<file path="src/rtl/vc_input_stage.sv">
// Multi-VC router input port: per-VC FIFOs, registered XY route, per-VC IDLE/VA/ACTIVE FSM, round-robin SA offer.
// Latency: head written at edge E0 -> va_req after E0+1 -> earliest sa_req after E0+2; FWFT data, credit one cycle after pop.
// Backpressure: upstream is credit-based (one credit per freed slot); downstream holds the offer until sa_grant.
//
// Ports:
//   clk, rst                  clock, asynchronous active-high reset
//   in_valid/in_vc/in_data    incoming flit and its target VC
//   credit_valid/credit_vc    registered credit return, at most one per cycle
//   va_req/va_grant/va_outvc  per-VC VC-allocation request (one-hot port), grant and assigned downstream VC
//   sa_req/sa_port/sa_outvc/sa_data/sa_grant  switch-allocation offer and acceptance
//   err_overflow/err_protocol sticky error flags
module vc_input_stage #(
    parameter int DW       = 64,
    parameter int NUM_VC   = 2,
    parameter int VC_DEPTH = 4,
    parameter int COORD_W  = 4,
    parameter int LOCAL_X  = 0,
    parameter int LOCAL_Y  = 0,
    localparam int VCW     = $clog2(NUM_VC)
) (
    input  logic                  clk,
    input  logic                  rst,
    input  logic                  in_valid,
    input  logic [VCW-1:0]        in_vc,
    input  logic [DW-1:0]         in_data,
    output logic                  credit_valid,
    output logic [VCW-1:0]        credit_vc,
    output logic [NUM_VC*5-1:0]   va_req,
    input  logic [NUM_VC-1:0]     va_grant,
    input  logic [NUM_VC*VCW-1:0] va_outvc,
    output logic                  sa_req,
    output logic [4:0]            sa_port,
    output logic [VCW-1:0]        sa_outvc,
    output logic [DW-1:0]         sa_data,
    input  logic                  sa_grant,
    output logic                  err_overflow,
    output logic                  err_protocol
);

    localparam int PW = $clog2(VC_DEPTH);
    localparam int CW = PW + 1;
    localparam logic [CW-1:0]      DEPTH_C = CW'(VC_DEPTH);
    localparam logic [COORD_W-1:0] LX      = COORD_W'(LOCAL_X);
    localparam logic [COORD_W-1:0] LY      = COORD_W'(LOCAL_Y);

    typedef enum logic [1:0] {
        VC_IDLE   = 2'd0,
        VC_VA     = 2'd1,
        VC_ACTIVE = 2'd2
    } vc_state_e;

    // ------------------------------------------------------------------
    // State
    // ------------------------------------------------------------------
    logic [DW-1:0]  mem_q      [NUM_VC][VC_DEPTH];
    logic [PW-1:0]  rd_ptr_q   [NUM_VC];
    logic [PW-1:0]  rd_ptr_d   [NUM_VC];
    logic [PW-1:0]  wr_ptr_q   [NUM_VC];
    logic [PW-1:0]  wr_ptr_d   [NUM_VC];
    logic [CW-1:0]  count_q    [NUM_VC];
    logic [CW-1:0]  count_d    [NUM_VC];
    vc_state_e      state_q    [NUM_VC];
    vc_state_e      state_d    [NUM_VC];
    logic [4:0]     route_q    [NUM_VC];
    logic [4:0]     route_d    [NUM_VC];
    logic [VCW-1:0] outvc_q    [NUM_VC];
    logic [VCW-1:0] outvc_d    [NUM_VC];
    logic [VCW-1:0] rr_q, rr_d;
    logic           credit_valid_q, credit_valid_d;
    logic [VCW-1:0] credit_vc_q, credit_vc_d;
    logic           err_overflow_q, err_overflow_d;
    logic           err_protocol_q, err_protocol_d;

    // ------------------------------------------------------------------
    // Combinational helpers
    // ------------------------------------------------------------------
    logic [DW-1:0]     front [NUM_VC];
    logic [NUM_VC-1:0] not_empty;
    logic [NUM_VC-1:0] eligible;
    logic [NUM_VC-1:0] needs_discard;
    logic [NUM_VC-1:0] pop;
    logic [NUM_VC-1:0] wr_hit;
    logic              sel_found;
    logic [VCW-1:0]    sel_vc;
    logic [VCW-1:0]    cand;
    logic              disc_found;
    logic [VCW-1:0]    disc_vc;
    logic              sa_pop;
    logic              disc_fire;
    logic              in_vc_ok;
    logic              in_vc_full;
    logic              wr_en;

    // Borrow out of a one-bit-wider subtraction gives the unsigned
    // less-than without a compare that can fold to a constant when the
    // local coordinate is 0.
    function automatic logic [4:0] xy_route(input logic [DW-1:0] f);
        logic [COORD_W:0] ddx;
        logic [COORD_W:0] ddy;
        ddx = {1'b0, f[COORD_W-1:0]} - {1'b0, LX};
        ddy = {1'b0, f[2*COORD_W-1:COORD_W]} - {1'b0, LY};
        if (ddx[COORD_W])               return 5'b00100;  // west
        else if (ddx != '0)             return 5'b00010;  // east
        else if (ddy[COORD_W])          return 5'b10000;  // south
        else if (ddy != '0)             return 5'b01000;  // north
        else                            return 5'b00001;  // local
    endfunction

    // Flit type in the top two bits: bit1 set marks head/single (packet
    // start), bit0 set marks tail/single (packet end).
    always_comb begin
        for (int v = 0; v < NUM_VC; v++) begin
            front[v]         = mem_q[v][rd_ptr_q[v]];
            not_empty[v]     = (count_q[v] != '0);
            eligible[v]      = not_empty[v] && (state_q[v] == VC_ACTIVE);
            needs_discard[v] = not_empty[v] && (state_q[v] == VC_IDLE) && !front[v][DW-1];
        end
    end

    // Round-robin: search starts one past the VC served last.
    always_comb begin
        sel_found = 1'b0;
        sel_vc    = '0;
        cand      = '0;
        for (int i = 1; i <= NUM_VC; i++) begin
            cand = VCW'((int'(rr_q) + i) % NUM_VC);
            if (!sel_found && eligible[cand]) begin
                sel_found = 1'b1;
                sel_vc    = cand;
            end
        end
    end

    // Only one stray body/tail can be dropped per cycle, lowest VC first.
    always_comb begin
        disc_found = 1'b0;
        disc_vc    = '0;
        for (int v = 0; v < NUM_VC; v++) begin
            if (!disc_found && needs_discard[v]) begin
                disc_found = 1'b1;
                disc_vc    = VCW'(v);
            end
        end
    end

    // The credit path carries one credit per cycle, so a discard yields
    // to an SA pop and simply retries next cycle.
    always_comb begin
        sa_pop     = sel_found && sa_grant;
        disc_fire  = disc_found && !sa_pop;
        in_vc_ok   = (int'(in_vc) < NUM_VC);
        pop        = '0;
        for (int v = 0; v < NUM_VC; v++) begin
            pop[v] = (sa_pop && (sel_vc == VCW'(v))) || (disc_fire && (disc_vc == VCW'(v)));
        end
        in_vc_full = in_vc_ok && (count_q[in_vc] == DEPTH_C);
        // A full VC still takes the write when it frees a slot this cycle.
        wr_en      = in_valid && in_vc_ok && (!in_vc_full || pop[in_vc]);
        wr_hit     = '0;
        for (int v = 0; v < NUM_VC; v++) begin
            wr_hit[v] = wr_en && (in_vc == VCW'(v));
        end
    end

    // ------------------------------------------------------------------
    // Next state
    // ------------------------------------------------------------------
    always_comb begin
        rd_ptr_d       = rd_ptr_q;
        wr_ptr_d       = wr_ptr_q;
        count_d        = count_q;
        state_d        = state_q;
        route_d        = route_q;
        outvc_d        = outvc_q;
        rr_d           = rr_q;
        credit_valid_d = 1'b0;
        credit_vc_d    = '0;
        err_overflow_d = err_overflow_q;
        err_protocol_d = err_protocol_q;

        for (int v = 0; v < NUM_VC; v++) begin
            if (pop[v]) begin
                rd_ptr_d[v] = rd_ptr_q[v] + PW'(1);
            end
            if (wr_hit[v]) begin
                wr_ptr_d[v] = wr_ptr_q[v] + PW'(1);
            end
            count_d[v] = count_q[v] + CW'(wr_hit[v]) - CW'(pop[v]);

            case (state_q[v])
                VC_IDLE: begin
                    if (not_empty[v] && front[v][DW-1]) begin
                        route_d[v] = xy_route(front[v]);
                        state_d[v] = VC_VA;
                    end
                end
                VC_VA: begin
                    if (va_grant[v]) begin
                        outvc_d[v] = va_outvc[v*VCW +: VCW];
                        state_d[v] = VC_ACTIVE;
                    end
                end
                VC_ACTIVE: begin
                    if (pop[v] && front[v][DW-2]) begin
                        state_d[v] = VC_IDLE;
                    end
                end
                default: begin
                    state_d[v] = VC_IDLE;
                end
            endcase
        end

        if (sa_pop) begin
            rr_d           = sel_vc;
            credit_valid_d = 1'b1;
            credit_vc_d    = sel_vc;
        end else if (disc_fire) begin
            credit_valid_d = 1'b1;
            credit_vc_d    = disc_vc;
            err_protocol_d = 1'b1;
        end

        if (in_valid && in_vc_ok && in_vc_full && !pop[in_vc]) begin
            err_overflow_d = 1'b1;
        end
    end

    // ------------------------------------------------------------------
    // Registers
    // ------------------------------------------------------------------
    always_ff @(posedge clk or posedge rst) begin
        if (rst) begin
            for (int v = 0; v < NUM_VC; v++) begin
                rd_ptr_q[v] <= '0;
                wr_ptr_q[v] <= '0;
                count_q[v]  <= '0;
                state_q[v]  <= VC_IDLE;
                route_q[v]  <= '0;
                outvc_q[v]  <= '0;
            end
            rr_q           <= VCW'(NUM_VC - 1);
            credit_valid_q <= 1'b0;
            credit_vc_q    <= '0;
            err_overflow_q <= 1'b0;
            err_protocol_q <= 1'b0;
        end else begin
            rd_ptr_q       <= rd_ptr_d;
            wr_ptr_q       <= wr_ptr_d;
            count_q        <= count_d;
            state_q        <= state_d;
            route_q        <= route_d;
            outvc_q        <= outvc_d;
            rr_q           <= rr_d;
            credit_valid_q <= credit_valid_d;
            credit_vc_q    <= credit_vc_d;
            err_overflow_q <= err_overflow_d;
            err_protocol_q <= err_protocol_d;
        end
    end

    // Flit storage needs no reset: contents are only observed through
    // count-qualified reads.
    always_ff @(posedge clk) begin
        if (wr_en) begin
            mem_q[in_vc][wr_ptr_q[in_vc]] <= in_data;
        end
    end

    // ------------------------------------------------------------------
    // Outputs
    // ------------------------------------------------------------------
    always_comb begin
        va_req = '0;
        for (int v = 0; v < NUM_VC; v++) begin
            if (state_q[v] == VC_VA) begin
                va_req[v*5 +: 5] = route_q[v];
            end
        end
        sa_req   = sel_found;
        sa_port  = sel_found ? route_q[sel_vc] : 5'b00000;
        sa_outvc = sel_found ? outvc_q[sel_vc] : '0;
        sa_data  = sel_found ? front[sel_vc]   : '0;
    end

    assign credit_valid = credit_valid_q;
    assign credit_vc    = credit_vc_q;
    assign err_overflow = err_overflow_q;
    assign err_protocol = err_protocol_q;

endmodule

</file>
<file path="config.mk">
export PLATFORM = sky130hd
export DESIGN_NAME = vc_input_stage
export DESIGN_NICKNAME = d
export VERILOG_FILES = /design/src/rtl/vc_input_stage.sv
export SDC_FILE = /design/constraint.sdc
export NUM_CORES = 1
export LEC_CHECK = 0
export CAP_MARGIN = 20
export CORE_MARGIN = 2
export CORE_UTILIZATION = 45
export CTS_CLUSTER_DIAMETER = 100
export DETAILED_ROUTE_END_ITERATION = 8
export PLACE_DENSITY = 0.65
export SYNTH_ARGS = -nofsm -noshare
export SYNTH_HDL_FRONTEND = slang
export SYNTH_SLANG_ARGS = --single-unit
</file>
<file path="constraint.sdc">
create_clock -name clk -period 15.1 [get_ports clk]
set_input_delay 2.265 -clock clk [delete_from_list [all_inputs] [get_ports clk]]
set_output_delay 2.265 -clock clk [all_outputs]
set_load 0.01 [all_outputs]
</file>
Word level (Yosys, flattened, before mapping)
Memories as Yosys holds them, arrays and structs flattened.
Index checks and enable logic that the tools add are counted.
{ "word_totals": {"ff_bits": 35, "ramBits": 512, "inputBits": 73, "output_inout_bits": 85, "mem_count": 1} }
{ "classes": {"add_sub_neg": 10, "magnitude_cmp": 9, "eq_ne": 11, "n_mux": 59, "n_bitwise": 9, "reduce_logical": 49} }
{ "memory_table": {"columns": ["memory", "words", "width", "read_ports", "rd_clocked_by_memory_dff", "wr", "line_no", "text"], "rows": [
  ["mem_q", 2, 256, 2, 0, 1, "55", "logic [DW-1:0] mem_q [NUM_VC][VC_DEPTH];"]
]} }
{ "op_table": {"columns": ["op", "count"], "rows": [
  ["two-way mux 64 bit", 9],
  ["binary-select mux 64 bit (select 2 bit)", 2],
  ["two-way mux 256 bit", 1],
  ["demux 64 bit (select 2 bit)", 1],
  ["two-way mux 5 bit", 6],
  ["logical AND 1 bit", 24],
  ["two-way mux 1 bit", 22],
  ["nonzero test 5 bit", 4],
  ["two-way mux 2 bit", 9],
  ["two-way mux 4 bit", 4],
  ["one-hot mux 2 bit (3 select lines)", 2],
  ["AND reduction 2 bit", 5],
  [">= comparator 3 bit, second input constant", 3],
  ["two-way mux 3 bit", 3],
  ["NOT 2 -> 3 bit", 3],
  ["adder 2 x 1 -> 2 bit, second input constant", 4],
  ["inequality test 2 x 1 -> 1 bit, second input constant", 4],
  ["logical NOT 1 bit", 7],
  ["adder 3 x 1 -> 3 bit", 2],
  ["less-than comparator 1 x 2 -> 1 bit, second input constant", 3],
  ["AND reduction 3 bit", 2],
  ["nonzero test 3 bit", 2],
  ["subtractor 3 x 1 -> 3 bit", 2],
  ["equality test 2 x 1 -> 1 bit, second input constant", 2],
  ["10 further kinds", 21]
]} }

Depth between registers and ports, before layout
Gate-level depths: netlist of run 1.
{ "logic_depth": {"ltp_word": 20, "depth_mapped": 12, "mapped_depth_nobuf": 12} }

Worst setup path before layout of run 1
Ideal clock, no wire load.
{ "synth_timing": {"path_type": "input to register", "from": "in sa_grant", "to": "mem mem_q[1][100] in the netlist's numbering, enable pin", "setup_ns": 0.578, "arrival_ns": 7.931, "required_time_ns": 14.522, "path_slack_ns": 6.591, "stages": 6, "path_buffers": 0, "path_cell_list": "nand2_1 > a31oi_1 > o21ai_0 > nor2_1 > o211ai_2 > nor3b_1"} }
{ "synth_between": {"elab_chain_cells": 11, "word_cells_on_any_way": 15, "classes_between": "4 x mux; 11 x reduce/logical"} }
{ "synth_lines": {"columns": ["item", "line_no", "text"], "rows": [
  ["start, declared", "35", "input logic sa_grant,"],
  ["logical AND 1 bit *", "149", "sa_pop = sel_found && sa_grant;"],
  ["logical NOT 1 bit", "150", "disc_fire = disc_found && !sa_pop;"],
  ["logical AND 1 bit", "150", null],
  ["logical AND 1 bit", "154", "pop[v] = (sa_pop && (sel_vc == VCW'(v))) || (disc_fire && (disc_vc == VCW'(v)));"],
  ["logical OR 1 bit *", "154", null],
  ["net pop[1]", "81", "logic [NUM_VC-1:0] pop;"],
  ["two-way mux 1 bit (implied by the code) * (2 in series)", "158", "wr_en = in_valid && in_vc_ok && (!in_vc_full || pop[in_vc]);"],
  ["logical OR 1 bit *", "158", null],
  ["logical AND 1 bit *", "158", null],
  ["two-way mux 1 bit *", "265", "if (wr_en) begin"],
  ["two-way mux 256 bit (implied by the code) *", "266", "mem_q[in_vc][wr_ptr_q[in_vc]] <= in_data;"],
  ["end, declared", "55", null]
]} }
Mark *: on every way through the listed nets, which the timed path passes. The rest lies on a longest branch. The select of a mux whose other input is x is not followed.

Worst setup path after layout of run 1
{ "layout_timing": {"from": "reg count_q[5] in the netlist's numbering", "to": "out sa_data[7]"} }
{ "layout_between": {"elab_chain_cells": 13, "word_cells_on_any_way": 17, "classes_between": "12 x mux; 1 x bitwise; 4 x reduce/logical"} }
{ "layout_lines": {"columns": ["item", "line_no", "text"], "rows": [
  ["start, declared", "60", "logic [CW-1:0] count_q [NUM_VC];"],
  ["start signal, assigned", "250", "count_q <= count_d;"],
  ["nonzero test 3 bit *", "114", "not_empty[v] = (count_q[v] != '0);"],
  ["logical AND 1 bit *", "115", "eligible[v] = not_empty[v] && (state_q[v] == VC_ACTIVE);"],
  ["two-way mux 1 bit (implied by the code) (2 in series)", "127", "if (!sel_found && eligible[cand]) begin"],
  ["two-way mux 1 bit", "127", null],
  ["logical NOT 1 bit", "127", null],
  ["logical AND 1 bit", "127", null],
  ["two-way mux 1 bit", "127", null],
  ["NOT 1 -> 2 bit (implied by the code)", "283", "sa_data = sel_found ? front[sel_vc] : '0;"],
  ["two-way mux 64 bit (implied by the code) (3 in series)", "283", null],
  ["two-way mux 64 bit *", "283", null],
  ["end, declared", "34", "output logic [DW-1:0] sa_data,"]
]} }
Mark *: on every way between the ends. The rest lies on a longest branch, timed or not. The select of a mux whose other input is x is not followed.

==> results of run 1 <==
-- sequential cells by signal (all words and copies together), names as in the netlist --
register,flops
route_q,6
credit_vc,1
outvc_q,2
err_protocol,1
count_q,6
mem_q,512
wr_ptr_q,4
rr_q,1
state_q,4
err_overflow,1
credit_valid,1
rd_ptr_q,4
-- power breakdown --
group | internal, mW | switching, mW
clock | 0.764 | 0.546
combinational | 0.679 | 0.714
sequential | 1.86 | 0.167
total | 3.30 | 1.43
-- through the flow --
stage,cells,hold WS (ns)
floorplan,1062,0.4610
CTS,1878,0.4741
finish,1882,0.4761
global placement,1778,0.4387
global route,1880,0.4917
detailed placement,1778,0.4572
-- critical path, delay by kind of cell, from the launching register on --
family | cells | cell delay (ns)
AO/OA/AOI/OAI | 2 | 0.78
AND/OR/NAND/NOR | 2 | 0.73
flip-flops | 1 | 0.41
buffers and inverters | 2 | 1.21
-- per-layer routing --
metal | up-vias | routed length (um) | GRT usage (%)
li1 | 4568 | - | -
met1 | 5522 | 19790 | 27.20
met2 | 304 | 20930 | 29.41
met3 | 63 | 2477 | 3.133
met4 | 2 | 845 | 5.123
met5 | - | 16 | 0
-- final timing paths --
kind / start / endpoint / slack (ns)
max in group asynchronous: rst / rd_ptr_q[1] / 12.68
worst min-delay path: err_protocol / err_protocol / 0.48
worst min register to register: err_protocol / err_protocol / 0.48
worst max register to register: rd_ptr_q[2] / mem_q[0][40] / 10.78
min in group asynchronous: rst / route_q[8] / 2.06
worst max-delay path: count_q[5] / sa_data[7] / 9.04
-- Yosys cell counts, types with 2 or more instances --
cell and number:
a21o_1 2, a21oi_1 67, and2_1 8, and3_1 2, buf_1 20, buf_2 6, buf_4 6, clkbuf_1 26
dfrtp_1 30, edfxtp_1 512, fa_1 2, ha_1 4, inv_1 13, mux2_2 3, mux4_2 128, nand2_1 152
nand2b_1 2, nand3_1 8, nor2_1 11, nor2b_1 5, nor3_1 8, nor3b_1 2, nor4_1 3, o21ai_0 5
or2_2 2, xnor2_1 9, xor2_1 3
-- area by class of cell --
cell class / instances / share of cell area (%)
inverters: 13 / 0.1954
diodes: 3 / 0.03006
flip-flops and latches: 543 / 64.74
clock buffers: 68 / 5.792
multi-input cells: 448 / 18.35
clock inverters: 32 / 1.198
repair buffers: 168 / 6.644
well taps: 607 / 3.042
-- cells by family (layout without fill, tap and decap cells) --
logic type,Yosys count,in the layout,share of synthesized area (%)
buf+inv,71,281,1.416
other cells,1,9,0.01791
compound gates,83,83,2.199
mux,132,132,13.97
simple gates,209,209,4.332
flops,543,543,77.13
fa+ha+maj,6,6,0.4302
xor+xnor,12,12,0.5019
==> summary.md, run 1 <==
| Metric | Value |
|---|---|
| Initial core utilization | 45.27% |
| Vias in the first global route | 10768 |
| Ys async rst share | 5.709% |
| Dpl hpwl | 23.80 mm |
| Max incr delay on CP | 0.67 ns |
| Max_slew headroom | 27.98% |
| Fin area | 24970 um2 |
| Sequential area share after synthesis | 77.13% |
| Post-Route Setup TNS | 0 ns |
| DP Worst Slack | 9.440 ns |
| Fmax | 0.1651 GHz |
| Reg area | 16170 um2 |
| Post-CTS Hold Fix Bufs | 0 |
| Crit start category | flop |
| Multi-input gate area | 4583 um2 |
| Row count | 79 |
| Worst-skew pair later-pin latency | 0.60 ns |
| Synth unique cells | 45 |
| P&R area growth vs syn | 19.24% |
| Horiz. Die Dim | 219.7 um |
| Critical path arrival | 3.79 ns |
| Slowest-stage cell, CP | buf_4 |
| Core Area | 46260 um2 |
| CP Class | flop to primary output |
| Min Tclk post-route | 6.057 ns |
| Commonest non-fill, non-tap cell in the layout | edfxtp_1 |
| Max Buffers Root-to-Sink | 3 |
| Root buffer cell | clkbuf_16 |
| Status | finished clean |
| CP endpoint kind | primary output |
| Setup bufs post-CTS | 0 |
| Cell Pwr Density | 189.3 nW/um2 |
| Cells after Synth | 1057 |
| Worst-Margin Slew | 1.080 ns |
| Max-cap violations | 0 |
| Skew final | 0.01670 ns |
| DRC | 0 |
| Filler instances | 3615 |
| Placed cell area | 23190 um2 |
| Most used cells in the layout excluding fill and tap cells | 512 x edfxtp_1, 152 x nand2_1, 151 x clkdlybuf4s50_1, 128 x mux4_2, 66 x a21oi_1 |
| Leak | 8.114 nW |
| Number of flops mapped to enable cells by yosys | 512 |
| Yosys reg bits | 543 |
| Hold crit path type | flop to flop |
| Final core utilization | 53.98% |
| Synthesized area | 20940 um2 |
| Setup Viol. Count Final | 0 |
| # clock sinks | 543 |
| Initial antenna violation count | 3 |
| RSZ-0062 raised after global routing | no |
| Share of post-route cells with drive strength above 1 | 19.50% |
| Final ANT Viol Nets | 0 |
| TritonCTS clock tree | built |
| Mean Syn Cell Area | 19.81 um2 |
| Worst-path cell chain | or3_1 -> and2_1 -> a21oi_4 -> buf_4 -> a21oi_1 -> clkdlybuf4s50_1 |
| TritonCTS buffer count | 55 |
| Worst-path clk slew | 0.06 ns |
| GRT Residual Overflow | 0 |
| Ports | 158 |
| Drt via density | 5.557 |
| # port buffers | 151 |
| Number of DRC markers in iteration 0 | 990 |
| Top cell type's share of synthesized area | 73.42% |
| Ys Warns | 0 |
| Worst setup slack after layout | 9.043 ns |
| Post_cts resized | 0 |
| Worst VDD drop | 0.1155 mV |
| Slew Limit Fails | 0 |
| Largest net degree at the start of global routing | 69 |
| Htree depth | 2 |
| FF-to-FF path depth | 7 |
| Part of the cycle the worst path needs | 40.11% |
| Crit Path Max Fanout | 47 |
| Final Hold Vio Count | 0 |
| Total Routing Usage GR | 18.66% |
| Synth top area cells | edfxtp_1 73%, mux4_2 14%, dfrtp_1 3.6% |
| Post-DR wirelength/cell | 23.41 um |
| Total Wirelength | 44.06 mm |
| Fin nets | 1308 |
| Dominant cell type by area after synthesis | edfxtp_1 |
| Placer Congestion | 0.8040 |
| Die area | 48280 um2 |
| Main synth FF type | edfxtp_1 |
| Tot Pwr | 4.727 mW |
| Pre-Repair DR Iteration Count | 5 |
| CP required | 12.84 ns |
| Die height | 219.7 um |
| Total number of vias | 10459 |
| Global-route wire length before repair | 66.55 mm |
| Worst hold stages | 1 |
No activity file was read; power rests on OpenSTA's default activity.
==> inputs of run 2 (changes only) <==
--- a/config.mk
+++ b/config.mk
@@ -10,7 +10,7 @@
 export CORE_UTILIZATION = 45
 export CTS_CLUSTER_DIAMETER = 100
 export DETAILED_ROUTE_END_ITERATION = 8
-export PLACE_DENSITY = 0.65
+export PLACE_DENSITY = 0.67
 export SYNTH_ARGS = -nofsm -noshare
 export SYNTH_HDL_FRONTEND = slang
 export SYNTH_SLANG_ARGS = --single-unit
==> constraint.sdc (replaced) <==
create_clock -name clk -period 5.3 [get_ports clk]
set_input_delay 0.795 -clock clk [delete_from_list [all_inputs] [get_ports clk]]
set_output_delay 0.795 -clock clk [all_outputs]
set_load 0.01 [all_outputs]
==> run 2 against run 1 <==
  * Cell area rose by 0.50%
  * Non-clock buffer count rose by 12
  * Setup slack got worse by 8.3 ns
  * Sequential share of layout area fell by 0.32 points
  * Cell count rose by 0.58%
  * Highest routed layer unchanged
  * Hold slack got worse by 0.010 ns
  * Total power rose to 2.8 times the previous value
  * Largest power group unchanged
==> summary.md, run 2 (synthesized netlist as in run 1, its figures left out) <==
| Metric | Value |
|---|---|
| Setup bufs post-CTS | 0 (unchanged) |
| CP endpoint kind | primary output (unchanged) |
| Max incr delay on CP | 0.70 ns (was 0.67 ns) |
| Worst flop-to-flop path startpoint | rd_ptr_q[1] (was rd_ptr_q[2]) |
| RSZ-0062 raised after global routing | no (unchanged) |
| Crit start category | flop (unchanged) |
| Post-CTS Hold Fix Bufs | 0 (unchanged) |
| Slew Limit Fails | 0 (unchanged) |
| Final ANT Viol Nets | 0 (unchanged) |
| Skew final | 0.01046 ns (was 0.01670 ns) |
| DP Worst Slack | 1.069 ns (was 9.440 ns) |
| Leak | 8.180 nW (was 8.114 nW) |
| Placed cell area | 23420 um2 (was 23190 um2) |
| Switching power | 4.071 mW (was 1.427 mW) |
| Sw Share | 30.28% (was 30.19%) |
| Initial core utilization | 45.27% (unchanged) |
| Largest register FFs | 512 (unchanged) |
| Crit Path Max Fanout | 18 (was 47) |
| Max Buffers Root-to-Sink | 3 (unchanged) |
| Hold_sp | err_protocol (unchanged) |
| Final Hold Vio Count | 0 (unchanged) |
| Comb pwr share | 31.6% (was 29.5%) |
| Worst-skew pair later-pin latency | 0.58 ns (was 0.60 ns) |
| Flop pwr share | 41.6% (was 42.8%) |
| Share of post-route cells with drive strength above 1 | 19.69% (was 19.50%) |
| Global-route wire length before repair | 65.57 mm (was 66.55 mm) |
| Most used cells in the layout excluding fill and tap cells | 512 x edfxtp_1, 152 x nand2_1, 151 x clkdlybuf4s50_1, 128 x mux4_2, 66 x a21oi_1 (unchanged) |
| Fin area | 25100 um2 (was 24970 um2) |
| Dpl hpwl | 24.48 mm (was 23.80 mm) |
| Horiz. Die Dim | 219.7 um (unchanged) |
| CP Class | flop to primary output (unchanged) |
| Fmax | 0.2177 GHz |
| P_int | 9.373 mW (was 3.300 mW) |
| Total number of vias | 10474 (was 10459) |
| Hold crit path type | flop to flop (unchanged) |
| Max_slew headroom | 26.99% (was 27.98%) |
| Part of the cycle the worst path needs | 86.67% |
| Post_cts resized | 0 (unchanged) |
| Worst setup slack after layout | 0.7064 ns (was 9.043 ns) |
| CP required | 4.51 ns (was 12.84 ns) |
| Core Area | 46260 um2 (unchanged) |
| Worst-path cell chain | nor3_1 -> nor2_1 -> and3_2 -> buf_4 -> nand2_1 -> a21oi_1 -> clkdlybuf4s50_1 (was or3_1 -> and2_1 -> a21oi_4 -> buf_4 -> a21oi_1 -> clkdlybuf4s50_1) |
| # clock sinks | 543 (unchanged) |
| Die height | 219.7 um (unchanged) |
| GRT Residual Overflow | 0 (unchanged) |
| Clk pwr share | 26.8% (was 27.7%) |
| Commonest non-fill, non-tap cell in the layout | edfxtp_1 (unchanged) |
| Ports | 158 (unchanged) |
| # port buffers | 151 (unchanged) |
| P&R area growth vs syn | 19.84% (was 19.24%) |
| Placer Congestion | 0.7962 (was 0.8040) |
| Root buffer cell | clkbuf_16 (unchanged) |
| Die area | 48280 um2 (unchanged) |
| Htree depth | 2 (unchanged) |
| Number of DRC markers in iteration 0 | 1012 (was 990) |
| Cell Pwr Density | 535.7 nW/um2 (was 189.3 nW/um2) |
| Drt via density | 5.533 (was 5.557) |
| Worst-Margin Slew | 1.095 ns (was 1.080 ns) |
| TritonCTS buffer count | 55 (unchanged) |
| Min Tclk post-route | 4.594 ns |
| TritonCTS clock tree | built (unchanged) |
| Tot Pwr | 13.44 mW (was 4.727 mW) |
| Total Wirelength | 44.25 mm (was 44.06 mm) |
| Row count | 79 (unchanged) |
| Post-Route Setup TNS | 0 ns (unchanged) |
| Critical path arrival | 3.80 ns (was 3.79 ns) |
| Setup Viol. Count Final | 0 (unchanged) |
| Initial antenna violation count | 5 (was 3) |
| Pre-Repair DR Iteration Count | 5 (unchanged) |
| Worst-path clk slew | 0.06 ns (about the same) |
| Slowest-stage cell, CP | and3_2 (was buf_4) |
| Fin nets | 1320 (was 1308) |
| Post-DR wirelength/cell | 23.37 um (was 23.41 um) |
| Total Routing Usage GR | 18.56% (was 18.66%) |
| DRC | 0 (unchanged) |
| Crit. Startpoint | count_q[1] (was count_q[5]) |
| Worst VDD drop | 0.3506 mV (was 0.1155 mV) |
| Vias in the first global route | 10556 (was 10768) |
| Largest net degree at the start of global routing | 65 (was 69) |
| Status | finished clean (unchanged) |
| Max-cap violations | 0 (unchanged) |
-- run 2: cell count changes in the layout (fill, tap and decap cells not counted), moves of 2 or more --
cell	change
nor3_2	-3
buf_12	+8
buf_4	+5
clkbuf_1	+7
bufinv_16	-3
inv_6	-2
clkinv_2	-2
nor3b_4	+2
nor3b_2	-2
diode_2	-2
nor3_4	+3
clkbuf_8	+2
-- run 2: path summary, 6_finish.rpt --
kind                           endpoint  depth (start not counted)  slack, ns
max                         sa_data[27]                          7       0.71
min                        err_protocol                          1       0.47
max reg2reg                mem_q[1][84]                          7       1.35
min reg2reg                err_protocol                          1       0.47
max in group asynchronous   rd_ptr_q[1]                          3       4.34
min in group asynchronous    route_q[5]                          3       0.61
-- run 2: per-stage QoR --
step	instances	hold slack [ns]	utilization, %
2_1_floorplan	1062	0.4610	-
3_3_place_gp	1791	0.4429	50.62
3_5_place_dp	1791	0.4505	50.62
4_1_cts	1892	0.4676	54.24
5_1_grt	1892	0.5011	54.24
6_report	1893	0.4660	54.25
-- run 2: worst max-delay path: cells and delay by family (launching register included) --
family / cells / cell delay (ns)
buffers and inverters: 2 / 0.99
DFF: 1 / 0.43
and+or+nand+nor: 4 / 1.44
AOI/OAI and AO/OA: 1 / 0.35
-- run 2: layout make-up --
cell class | count | area, um2
fill | 3604 | 21160
tap | 607 | 759.5
clock buffer | 78 | 1525
antenna | 1 | 2.502
inverter | 13 | 48.80
sequential | 543 | 16170
timing repair buffer | 180 | 1829
multi-input combinational | 448 | 4611
clock inverter | 23 | 152.6
-- run 2: power by group through the flow --
stage	sequential, mW	clock (mW)	combinational, mW
3_3_place_gp	5.66	0	4.28
3_5_place_dp	5.69	0	4.33
5_1_grt	5.65	3.84	4.63
4_1_cts	5.60	3.68	4.35
6_report	5.60	3.60	4.25
2_1_floorplan	5.53	0	2.71
-- run 2: routing by layer --
metal  vias to the layer above  routed length [um]  GRT usage [%]
met5                         -                  66              0
met4                        10                 753          5.235
met3                        62                2843          4.017
met2                       316               21120          28.99
met1                      5506               19460          26.62
li1                       4580                   -              -
==> inputs of run 3 (changes only) <==
--- a/config.mk
+++ b/config.mk
@@ -5,7 +5,7 @@
 export SDC_FILE = /design/constraint.sdc
 export NUM_CORES = 1
 export LEC_CHECK = 0
-export CAP_MARGIN = 20
+export CAP_MARGIN = 25
 export CORE_MARGIN = 2
 export CORE_UTILIZATION = 45
 export CTS_CLUSTER_DIAMETER = 100
==> run 3 against run 2 <==
  * Core utilization is 0.057 points higher
  * Total power is 0.25% higher
  * Setup slack worse by 0.0072 ns
  * Critical path depth stayed put
  * Flip-flop and latch count stayed put
  * Cell count hardly changed
  * First-iteration DRC count is 14% lower
  * Register-to-register slack worse by 0.03 ns
  * Largest power group unchanged
==> summary.md, run 3 (synthesized netlist as in run 1, its figures left out) <==
| Metric | Value |
|---|---|
| Status | finished clean (unchanged) |
| Number of DRC markers in iteration 0 | 872 (was 1012) |
| Leak | 8.188 nW (was 8.180 nW) |
| Placed instance count | 1792 (was 1791) |
| Largest net degree at the start of global routing | 65 (unchanged) |
| Initial antenna violation count | 4 (was 5) |
| Ports | 158 (unchanged) |
| Total number of vias | 10549 (was 10474) |
| DRC | 0 (unchanged) |
| Setup Viol. Count Final | 0 (unchanged) |
| Total Wirelength | 44.46 mm (was 44.25 mm) |
| Final ANT Viol Nets | 0 (unchanged) |
| Core Area | 46260 um2 (unchanged) |
| # port buffers | 151 (unchanged) |
| GRT Residual Overflow | 0 (unchanged) |
| Worst-path cell chain | nor3_1 -> nor2_1 -> and3_2 -> buf_4 -> nand2_1 -> a21oi_1 -> clkdlybuf4s50_1 (unchanged) |
| Critical path arrival | 3.81 ns (was 3.80 ns) |
| Post_cts resized | 0 (unchanged) |
| Skew final | 0.01877 ns (was 0.01046 ns) |
| Final cell count without fillers | 1892 (was 1893) |
| Row count | 79 (unchanged) |
| Worst-path clk slew | 0.06 ns (about the same) |
| Max_slew headroom | 39.86% (was 26.99%) |
| Final Hold Vio Count | 0 (unchanged) |
| Slew Limit Fails | 0 (unchanged) |
| Dpl hpwl | 24.69 mm (was 24.48 mm) |
| Global-route wire length before repair | 66.10 mm (was 65.57 mm) |
| Vias in the first global route | 10718 (was 10556) |
| Horiz. Die Dim | 219.7 um (unchanged) |
| Share of post-route cells with drive strength above 1 | 19.78% (was 19.69%) |
| # clock sinks | 543 (unchanged) |
| Post-Route Setup TNS | 0 ns (unchanged) |
| Fmax | 0.2174 GHz (was 0.2177 GHz) |
| Crit-path leading delay family | simple AND/OR/NAND/NOR gates (unchanged) |
| Worst VDD drop | 0.3716 mV (was 0.3506 mV) |
| RSZ-0062 raised after global routing | no (unchanged) |
| Most used cells in the layout excluding fill and tap cells | 512 x edfxtp_1, 152 x nand2_1, 151 x clkdlybuf4s50_1, 128 x mux4_2, 66 x a21oi_1 (unchanged) |
| TritonCTS buffer count | 54 (was 55) |
| Max incr delay on CP | 0.69 ns (was 0.70 ns) |
| Post-DR wirelength/cell | 23.50 um (was 23.37 um) |
| Hold crit path type | flop to flop (unchanged) |
| Crit Path Max Fanout | 23 (was 18) |
| Setup bufs post-CTS | 0 (unchanged) |
| Crit start category | flop (unchanged) |
| Commonest non-fill, non-tap cell in the layout | edfxtp_1 (unchanged) |
| Drt via density | 5.576 (was 5.533) |
| Placer Congestion | 0.7962 (unchanged) |
| Crit path buffers/inverters | 2 (unchanged) |
| Largest register FFs | 512 (unchanged) |
| Min Tclk post-route | 4.601 ns (was 4.594 ns) |
| Total Routing Usage GR | 18.72% (was 18.56%) |
| Htree depth | 2 (unchanged) |
| Die area | 48280 um2 (unchanged) |
| Slowest-stage cell, CP | and3_2 (unchanged) |
| TritonCTS clock tree | built (unchanged) |
| Max-cap violations | 0 (unchanged) |
| Fin nets | 1320 (unchanged) |
| Initial core utilization | 45.27% (unchanged) |
| Die height | 219.7 um (unchanged) |
| CP endpoint kind | primary output (unchanged) |
| CP required | 4.51 ns (about the same) |
| P&R area growth vs syn | 19.96% (was 19.84%) |
| Post-CTS Hold Fix Bufs | 0 (unchanged) |
| Cell Pwr Density | 536.5 nW/um2 (was 535.7 nW/um2) |
| Max Buffers Root-to-Sink | 3 (unchanged) |
| Pre-Repair DR Iteration Count | 7 (was 5) |
| Worst-skew pair later-pin latency | 0.59 ns (was 0.58 ns) |
| CP Class | flop to primary output (unchanged) |
| Root buffer cell | clkbuf_16 (unchanged) |
| Part of the cycle the worst path needs | 86.81% (was 86.67%) |
| Worst-Margin Slew | 0.9001 ns (was 1.095 ns) |
run 3: cell types whose count changed in the layout (fill, tap and decap cells not counted), sizes merged:
cell,change
bufinv,+1
clkinv,-2
clkinvlp,+1
buf,+1
clkbuf,-2
run 3: power by group:
part / switching [mW] / internal, mW
logic: 2.26 / 2.00
registers: 0.304 / 5.29
clock network: 1.51 / 2.10
total: 4.08 / 9.39
run 3: routing by layer:
| layer | part of all wire [%] | track usage [%] | up-vias | wire length [um] |
|---|---|---|---|---|
| met3 | 6.7 | 3.658 | 56 | 2976 |
| met5 | 0.097 | 0 | - | 43 |
| met2 | 48 | 29.07 | 364 | 21160 |
| met4 | 1.7 | 5.056 | 6 | 766 |
| li1 | - | - | 4577 | - |
| met1 | 44 | 27.38 | 5546 | 19520 |
run 3: layout make-up:
type	count	area (um2)
diodes	1	2.502
clock buffers	76	1498
clock inverters	23	178.9
fillers	3602	21140
inverters	13	48.80
multi-input cells	448	4611
flip-flops and latches	543	16170
well taps	607	759.5
repair buffers	181	1857
run 3: final timing paths:
| kind | from | endpoint | slack [ns] | cells past startpoint |
|---|---|---|---|---|
| max in group asynchronous | rst | rd_ptr_q[3] | 4.36 | 3 |
| min reg2reg | err_protocol | err_protocol | 0.46 | 1 |
| max | count_q[1] | sa_data[6] | 0.70 | 7 |
| min in group asynchronous | rst | state_q[1] | 0.61 | 3 |
| min | err_protocol | err_protocol | 0.46 | 1 |
| max reg2reg | rd_ptr_q[1] | mem_q[1][84] | 1.32 | 7 |
run 3: through the flow:
stage | instance area [um2] | power, mW | hold slack [ns] | setup WS (ns) | utilization, %
final | 25120 | 13.48 | 0.4627 | 0.6992 | 54.31
after CTS | 25120 | 13.66 | 0.4669 | 0.6617 | 54.30
after detailed placement | 23440 | 10.02 | 0.4505 | 1.052 | 50.68
after global placement | 23420 | 9.944 | 0.4429 | 1.153 | 50.62
after global routing | 25120 | 14.15 | 0.5012 | 0.4476 | 54.31
after floorplan | 20990 | 8.241 | 0.4610 | 0.05315 | -
